--- config.mk ---
export PLATFORM = sky130hd
export DESIGN_NAME = flash_sample_reader
export DESIGN_NICKNAME = d
export VERILOG_FILES = /design/src/rtl/flash_sample_reader.sv
export SDC_FILE = /design/constraint.sdc
export NUM_CORES = 1
export LEC_CHECK = 0
export BUFFER_PORTS_ARGS = -buffer_cell sky130_fd_sc_hd__buf_2
export CAP_MARGIN = 20
export CORE_ASPECT_RATIO = 1.2
export CORE_UTILIZATION = 52
export CTS_BUF_LIST = sky130_fd_sc_hd__clkbuf_16
export CTS_CLUSTER_DIAMETER = 200
export DETAILED_ROUTE_END_ITERATION = 8
export HOLD_SLACK_MARGIN = 0.08
export PLACE_DENSITY = 0.86
export SLEW_MARGIN = 20
export SYNTH_ARGS = -nofsm -noshare
export SYNTH_HDL_FRONTEND = slang
export SYNTH_SLANG_ARGS = --single-unit
--- constraint.sdc ---
create_clock -name clk -period 4.29 [get_ports clk]
set_clock_uncertainty 0.2 [all_clocks]
set_input_delay 0.429 -clock clk [delete_from_list [all_inputs] [get_ports clk]]
set_output_delay 0.429 -clock clk [all_outputs]
set_load 0.005 [all_outputs]
--- src/rtl/flash_sample_reader.sv ---
// rtl/flash_sample_reader.sv - flash word reader that splits words into 16-bit audio samples
//
// Purpose:
//   Reads one 32-bit word from the flash Avalon-MM master port at addr_in.
//   It emits the two 16-bit halves on successive sample ticks, in play-direction order.
//   It then pulses addr_step so the address controller advances one word.
//
// Optional feature (macro FLASH_READER_TIMEOUT_EN):
//   When the macro is defined, WAIT_DATA gives up after TIMEOUT_CYC cycles without readdatavalid.
//   The word is then forced to 0 and timeout_err is set; it stays set until rst.
//   When the macro is undefined, timeout_err is a constant 0.
//
// Ports:
//   clk, rst                 clock; synchronous active-high reset
//   playpause, dir           1 = play / 0 = pause; 1 = forward / 0 = reverse
//   sample_tick              single-cycle audio-rate strobe
//   addr_in                  current word address from the address controller
//   addr_step                single-cycle advance request to the address controller
//   flash_mem_*              Avalon-MM read master (read, address, byteenable, waitrequest,
//                            readdata, readdatavalid)
//   sample_out, sample_valid current sample and its single-cycle update strobe
//   timeout_err              sticky read-timeout flag
module flash_sample_reader #(
  parameter int ADDR_W      = 23,
  parameter int TIMEOUT_CYC = 255
) (
  input  logic              clk,
  input  logic              rst,
  input  logic              playpause,
  input  logic              dir,
  input  logic              sample_tick,
  input  logic [ADDR_W-1:0] addr_in,
  output logic              addr_step,
  output logic              flash_mem_read,
  output logic [ADDR_W-1:0] flash_mem_address,
  output logic [3:0]        flash_mem_byteenable,
  input  logic              flash_mem_waitrequest,
  input  logic [31:0]       flash_mem_readdata,
  input  logic              flash_mem_readdatavalid,
  output logic [15:0]       sample_out,
  output logic              sample_valid,
  output logic              timeout_err
);

  typedef enum logic [2:0] {
    IDLE      = 3'd0,
    LOAD      = 3'd1,
    REQ       = 3'd2,
    WAIT_DATA = 3'd3,
    TICK0     = 3'd4,
    TICK1     = 3'd5,
    STEP      = 3'd6
  } state_t;

  state_t              state_q, state_d;
  logic                read_q, read_d;
  logic [ADDR_W-1:0]   addr_q, addr_d;
  logic                step_q, step_d;
  logic [15:0]         sample_q, sample_d;
  logic                valid_q, valid_d;
  logic [31:0]         word_q, word_d;
  logic                ord_q, ord_d;

`ifdef FLASH_READER_TIMEOUT_EN
  localparam int CNT_W = (TIMEOUT_CYC > 1) ? $clog2(TIMEOUT_CYC + 1) : 1;
  logic [CNT_W-1:0]    cnt_q, cnt_d;
  logic                terr_q, terr_d;
`endif

  // A tick is only honoured while playing; in pause the FSM parks in TICK0/TICK1.
  logic tick_ok;
  assign tick_ok = sample_tick & playpause;

  always_comb begin
    state_d  = state_q;
    read_d   = read_q;
    addr_d   = addr_q;
    step_d   = 1'b0;
    sample_d = sample_q;
    valid_d  = 1'b0;
    word_d   = word_q;
    ord_d    = ord_q;
`ifdef FLASH_READER_TIMEOUT_EN
    cnt_d    = cnt_q;
    terr_d   = terr_q;
`endif
    case (state_q)
      IDLE: begin
        if (playpause) state_d = LOAD;
      end
      LOAD: begin
        addr_d  = addr_in;
        read_d  = 1'b1;
        state_d = REQ;
      end
      REQ: begin
        // The read is accepted on the edge where waitrequest is low.
        // The bus transaction completes even if playback is paused meanwhile.
        if (!flash_mem_waitrequest) begin
          read_d  = 1'b0;
          state_d = WAIT_DATA;
`ifdef FLASH_READER_TIMEOUT_EN
          cnt_d   = '0;
`endif
        end
      end
      WAIT_DATA: begin
        if (flash_mem_readdatavalid) begin
          word_d  = flash_mem_readdata;
          ord_d   = dir;
          state_d = TICK0;
        end
`ifdef FLASH_READER_TIMEOUT_EN
        else if (cnt_q == CNT_W'(TIMEOUT_CYC - 1)) begin
          word_d  = 32'd0;
          ord_d   = dir;
          terr_d  = 1'b1;
          state_d = TICK0;
        end else begin
          cnt_d = cnt_q + 1'b1;
        end
`endif
      end
      TICK0: begin
        if (tick_ok) begin
          sample_d = ord_q ? word_q[15:0] : word_q[31:16];
          valid_d  = 1'b1;
          state_d  = TICK1;
        end
      end
      TICK1: begin
        if (tick_ok) begin
          sample_d = ord_q ? word_q[31:16] : word_q[15:0];
          valid_d  = 1'b1;
          // Registered, so addr_step is high during exactly the STEP cycle.
          step_d   = 1'b1;
          state_d  = STEP;
        end
      end
      STEP: begin
        state_d = playpause ? LOAD : IDLE;
      end
      default: state_d = IDLE;
    endcase
  end

  always_ff @(posedge clk) begin
    if (rst) begin
      state_q  <= IDLE;
      read_q   <= 1'b0;
      addr_q   <= '0;
      step_q   <= 1'b0;
      sample_q <= 16'd0;
      valid_q  <= 1'b0;
      word_q   <= 32'd0;
      ord_q    <= 1'b0;
`ifdef FLASH_READER_TIMEOUT_EN
      cnt_q    <= '0;
      terr_q   <= 1'b0;
`endif
    end else begin
      state_q  <= state_d;
      read_q   <= read_d;
      addr_q   <= addr_d;
      step_q   <= step_d;
      sample_q <= sample_d;
      valid_q  <= valid_d;
      word_q   <= word_d;
      ord_q    <= ord_d;
`ifdef FLASH_READER_TIMEOUT_EN
      cnt_q    <= cnt_d;
      terr_q   <= terr_d;
`endif
    end
  end

  assign flash_mem_read       = read_q;
  assign flash_mem_address    = addr_q;
  assign flash_mem_byteenable = 4'b1111;
  assign addr_step            = step_q;
  assign sample_out           = sample_q;
  assign sample_valid         = valid_q;
`ifdef FLASH_READER_TIMEOUT_EN
  assign timeout_err          = terr_q;
`else
  assign timeout_err          = 1'b0;
`endif

endmodule

# After elaboration in Yosys (flattened, before gate mapping)
# Index checks and enable logic that the tools add are counted.
word_totals:
  register_bits: 78
  inputBits: 62
op_classes:
  bitwise: 3
  mux: 15
  eq_ne: 11
  n_reduce_logical: 10
op_table:
  columns: ["operator", "n"]
  rows:
  - ["16-bit 2-to-1 mux", 4]
  - ["16-bit one-hot mux with 2 select lines", 1]
  - ["3-bit one-hot mux with 7 select lines", 1]
  - ["3-bit 2-to-1 mux", 5]
  - ["2-bit != test (second input constant)", 5]
  - ["3-bit == test (second input constant)", 3]
  - ["3-bit by 2-bit == test with 1-bit output (second input constant)", 2]
  - ["2-bit OR reduction", 3]
  - ["5-bit AND reduction", 1]
  - ["2-bit AND reduction", 2]
  - ["2-bit nonzero test", 2]
  - ["3-bit by 1-bit == test with 1-bit output (second input constant)", 1]
  - ["3-bit zero test", 1]
  - ["1-bit 2-to-1 mux", 3]
  - ["3-bit AND reduction", 1]
  - ["1-bit NOT", 2]
  - ["1-bit one-hot mux with 2 select lines", 1]
  - ["1-bit AND", 1]

# Longest topological paths before layout
logic_depth:
  depth_word: 4
  mapped_depth: 6
  mapped_depth_nobuf: 4

# Worst setup path after synthesis
# OpenSTA, ideal clock, no wires.
synth_path:
  path_type: "reg2reg"
  startpoint: "register state_q[0]"
  endpoint: "register sample_q[15], in the netlist sample_out[15]"
  stages_incl_launch_ff: 6
  period_less_slack_ps: 1508
  setup_slack_ps: 2782
  arrival_time_ps: 1173
  cell_sequence: "dfxtp_1 > buf_6 > xnor2_4 > buf_12 > mux2i_1 > a211oi_2"
synth_between:
  elab_chain_len: 3
  word_cells_on_any_way: 7
  cone_classes: "4 x eq/ne; 1 x mux; 2 x reduce/logical"
synth_rtl:
  columns: ["item", "line_no", "source"]
  rows:
  - ["start: declaration", "55", "state_t state_q, state_d;"]
  - ["start signal: assignment", "162", "state_q <= state_d;"]
  - ["3-bit == test", "87", "case (state_q)"]
  - ["2-bit != test (no line) or 2-bit nonzero test (tied branches)", null, null]
  - ["3-bit AND reduction (no line)", null, null]
  - ["end signal: assignment", "166", "sample_q <= sample_d;"]
  - ["end: declaration", "59", "logic [15:0] sample_q, sample_d;"]
# Several ways; a longest one is shown, not always the timed one.
# A chain may end at the register's enable or synchronous reset.

# Worst setup path after layout
layout_path:
  startpoint: "register state_q[0]"
  endpoint: "register word_q[7]"
layout_between:
  elab_chain_len: 2
layout_rtl:
  columns: ["item", "line_no", "source"]
  rows:
  - ["3-bit by 2-bit == test with 1-bit output", "87", null]
  - ["2-bit AND reduction (no line)", null, null]
  - ["end signal: assignment", "168", "word_q <= word_d;"]
  - ["end: declaration", "61", "logic [31:0] word_q, word_d;"]
# No other way between the ends.

==> summary.md <==
| Metric | Value |
|---|---|
| Slew HR | `45.9%` |
| CTS Buffer Depth | `2` |
| EDFF count, synth | `0` |
| Routed len/inst | `12.2 µm` |
| Post-synthesis cell type count | `28` |
| Clock Sinks | `78` |
| Final critical-path share of the clock period | `slightly below 50%` |
| RSZ-0062 raised after global routing | `false` |
| Min-delay worst type | `in -> reg` |
| IO buf count | `103` |
| GP Congestion | `0.826` |
| Clk_lat worst skew | `between 0.3 and 0.4 ns` |
| Internal | `0.00130 W` |
| Primary FF master, synth | `dfxtp_1` |
| First-pass GRT wire length | `a little over 10,000 µm` |
| Vias per inst | `about 5` |
| Synth top area share | `a little over half` |
| Largest net degree at the start of global routing | `47` |
| MaxCap Viol Count | `0` |
| Root Driver | `clkbuf_16` |
| Vias | `approximately 2,600` |
| Slack of the critical path | `between 2 and 2.5 ns` |
| NetSw | `around 0.00042 W` |
| #FFs+latches synth | `about 80` |
| Critical Path RT | `roughly 4.3 ns` |
| Clock slew at reported path FFs | `0.06 ns` |
| Vias in the first global route | `between 2,000 and 2,500` |
| Fmax | `474 MHz` |
| Count leader, synth | `nand2_1` |
| Total GRT Usage | `approximately a fifth` |
| Hold Buf Count CTS | `0` |
| Leakage | `~1.6 nW` |
| Final WL | `6230 µm` |
| Post-cts resize count | `0` |
| Cell area after layout | `between 3000 and 4000 µm²` |
| Nets@finish | `between 500 and 600` |
| Core area | `around 5400 µm²` |
| Die Ht | `between 80 and 90 µm` |
| Sequential area share after synthesis | `between 50% and 60%` |
| Gr ovfl total | `0` |
| Setup Viol. Count Final | `0` |
| Sequential Power Share | `between 40% and 50%` |
| Clock power frac | `41.2%` |
| Status | `finished with violations` |
| Post-DP HPWL | `4250 µm` |
| Startpoint Class | `flop` |
| Row count | `29` |
| Number of synthesis warnings | `0` |
| Die Wd | `71.2 µm` |
| H-tree depth | `3` |
| CTS tree | `done` |
| Net Sw Frac | `about a quarter` |
| FF-to-FF setup slack | `2.18 ns` |
| Area post-placement | `around 3400 µm²` |
| I/O Pins | `around 110` |
| Clock period minus worst slack | `2.11 ns` |
| Failing checks | `design-rule violations` |
| Initial antenna violation count | `0` |
| Commonest cells in the synthesized netlist | `nand2_1, dfxtp_1, a21oi_1, mux2i_1, clkbuf_1` |
| Pre-CTS setup slack | `~1.9 ns` |
| Crit path arrival time | `~2.1 ns` |
| CTS buffer count | `9` |
| Diodes inserted | `0` |
| Share of cells above drive strength 1 | `between 20 and 30%` |
| Synth Instances | `roughly 360` |
| Final Hold Viols | `0` |
| DRT iter0 DRCs | `91` |
| Synth area leader | `dfxtp_1` |
| Setup TNS | `0 ns` |
| Die area | `approximately 6000 µm²` |
| DRT Pass-1 Iters | `7` |
| Hold_ws | `between 0.1 and 0.15 ns` |
| Initial Util | `55.3%` |
| WS Path Type | `reg -> reg` |
| Power density over the cells | `462 nW/µm²` |
| Asr flop ratio synth | `0%` |
| Avg Cell Area, Syn | `between 8 and 9 µm²` |
| Logic pwr share | `between 10% and 20%` |
| Worst-path fanout max | `34` |
| Maximum VDD drop | `roughly 330 µV` |
| DRC viols | `10` |
| Pwr Total | `0.00172 W` |
| Max Slew Vio Count | `0` |
| Mapped cell area | `2990 µm²` |
| Synth area leaders | `dfxtp_1, nand2_1, a21oi_1` |
| Antenna Violating Nets Remaining | `0` |
| CP Capture Type | `flop` |
| Postcts setup bufs | `0` |
| Worst-margin pin slew | `between 0.8 and 0.9 ns` |
| Area Overhead vs Synth | `24.8%` |
[power groups by stage]
stage | registers (W) | logic, W | clock network (W)
2_1_floorplan | 0.000804 | 0.000164 | 0
3_3_place_gp | 0.000810 | 0.000213 | 0
3_5_place_dp | 0.000813 | 0.000217 | 0
4_1_cts | 0.000797 | 0.000218 | 0.000724
5_1_grt | 0.000802 | 0.000243 | 0.000751
6_report | 0.000797 | 0.000216 | 0.000711
[area by class of cell]
class	count	area [µm²]
sequential	78	1560
timing repair buffer	106	542
clock buffer	9	225
fill	441	1680
tap	62	77.6
inverter	1	3.75
clock inverter	5	52.6
multi-input combinational	250	1270
[sequential cells by signal (all words and copies together), names as in the netlist]
signal and flops:
addr_step 1, flash_mem_address 23, flash_mem_read 1, ord_q 1, sample_out 16, sample_valid 1, state_q 3, word_q 32
[cells in the final DEF (no fill, tap or decap), drive strengths merged, types with 2 or more instances in the layout]
master  Yosys  final
nor2        9      9
a21oi      68     68
o21ai      11     11
clkinv      0      3
dfxtp      78     78
nand2     114    114
buf        18    106
clkbuf     12      9
and3        2      2
nor2b       2      2
mux2i      16     16
a211oi      8      8
conb        2      5
nand3       2      2
nand2b      5      5
[worst paths after layout]
path,start,to,cells after the start
max reg2reg,state_q[0],word_q[7],4
max,state_q[0],word_q[7],4
min,addr_in[19],flash_mem_address[19],3
min reg2reg,flash_mem_address[10],flash_mem_address[10],2
[layer usage]
layer / GRT usage, % / wire, µm
met2: 37.8 / 3040
met4: 8.73 / 101
met3: 4.51 / 367
met5: 0 / 0
met1: 24.6 / 2720
[cell families after synthesis]
family	share of synthesized area [%]
and+or+nand+nor	18.7
AOI/OAI and AO/OA	16.6
DFF	52.2
buffers and inverters	5.94
muxes	5.36
other	0.251
xor gates and xnor gates	0.921
[critical path, stage by stage, from the launching register on]
cell,delay (ns)
dfxtp_1,0.57
nor2b_2,0.32
nand3_2,0.53
nand2_1,0.25
a21oi_1,0.10
[per-stage QoR]
step                      util (%)  instances
final                         69.0        511
after global routing          69.0        511
after CTS                     68.8        510
after detailed placement      63.6        496
after global placement        63.6        496
after floorplan                  -        359
No activity file was read; power rests on OpenSTA's default activity.
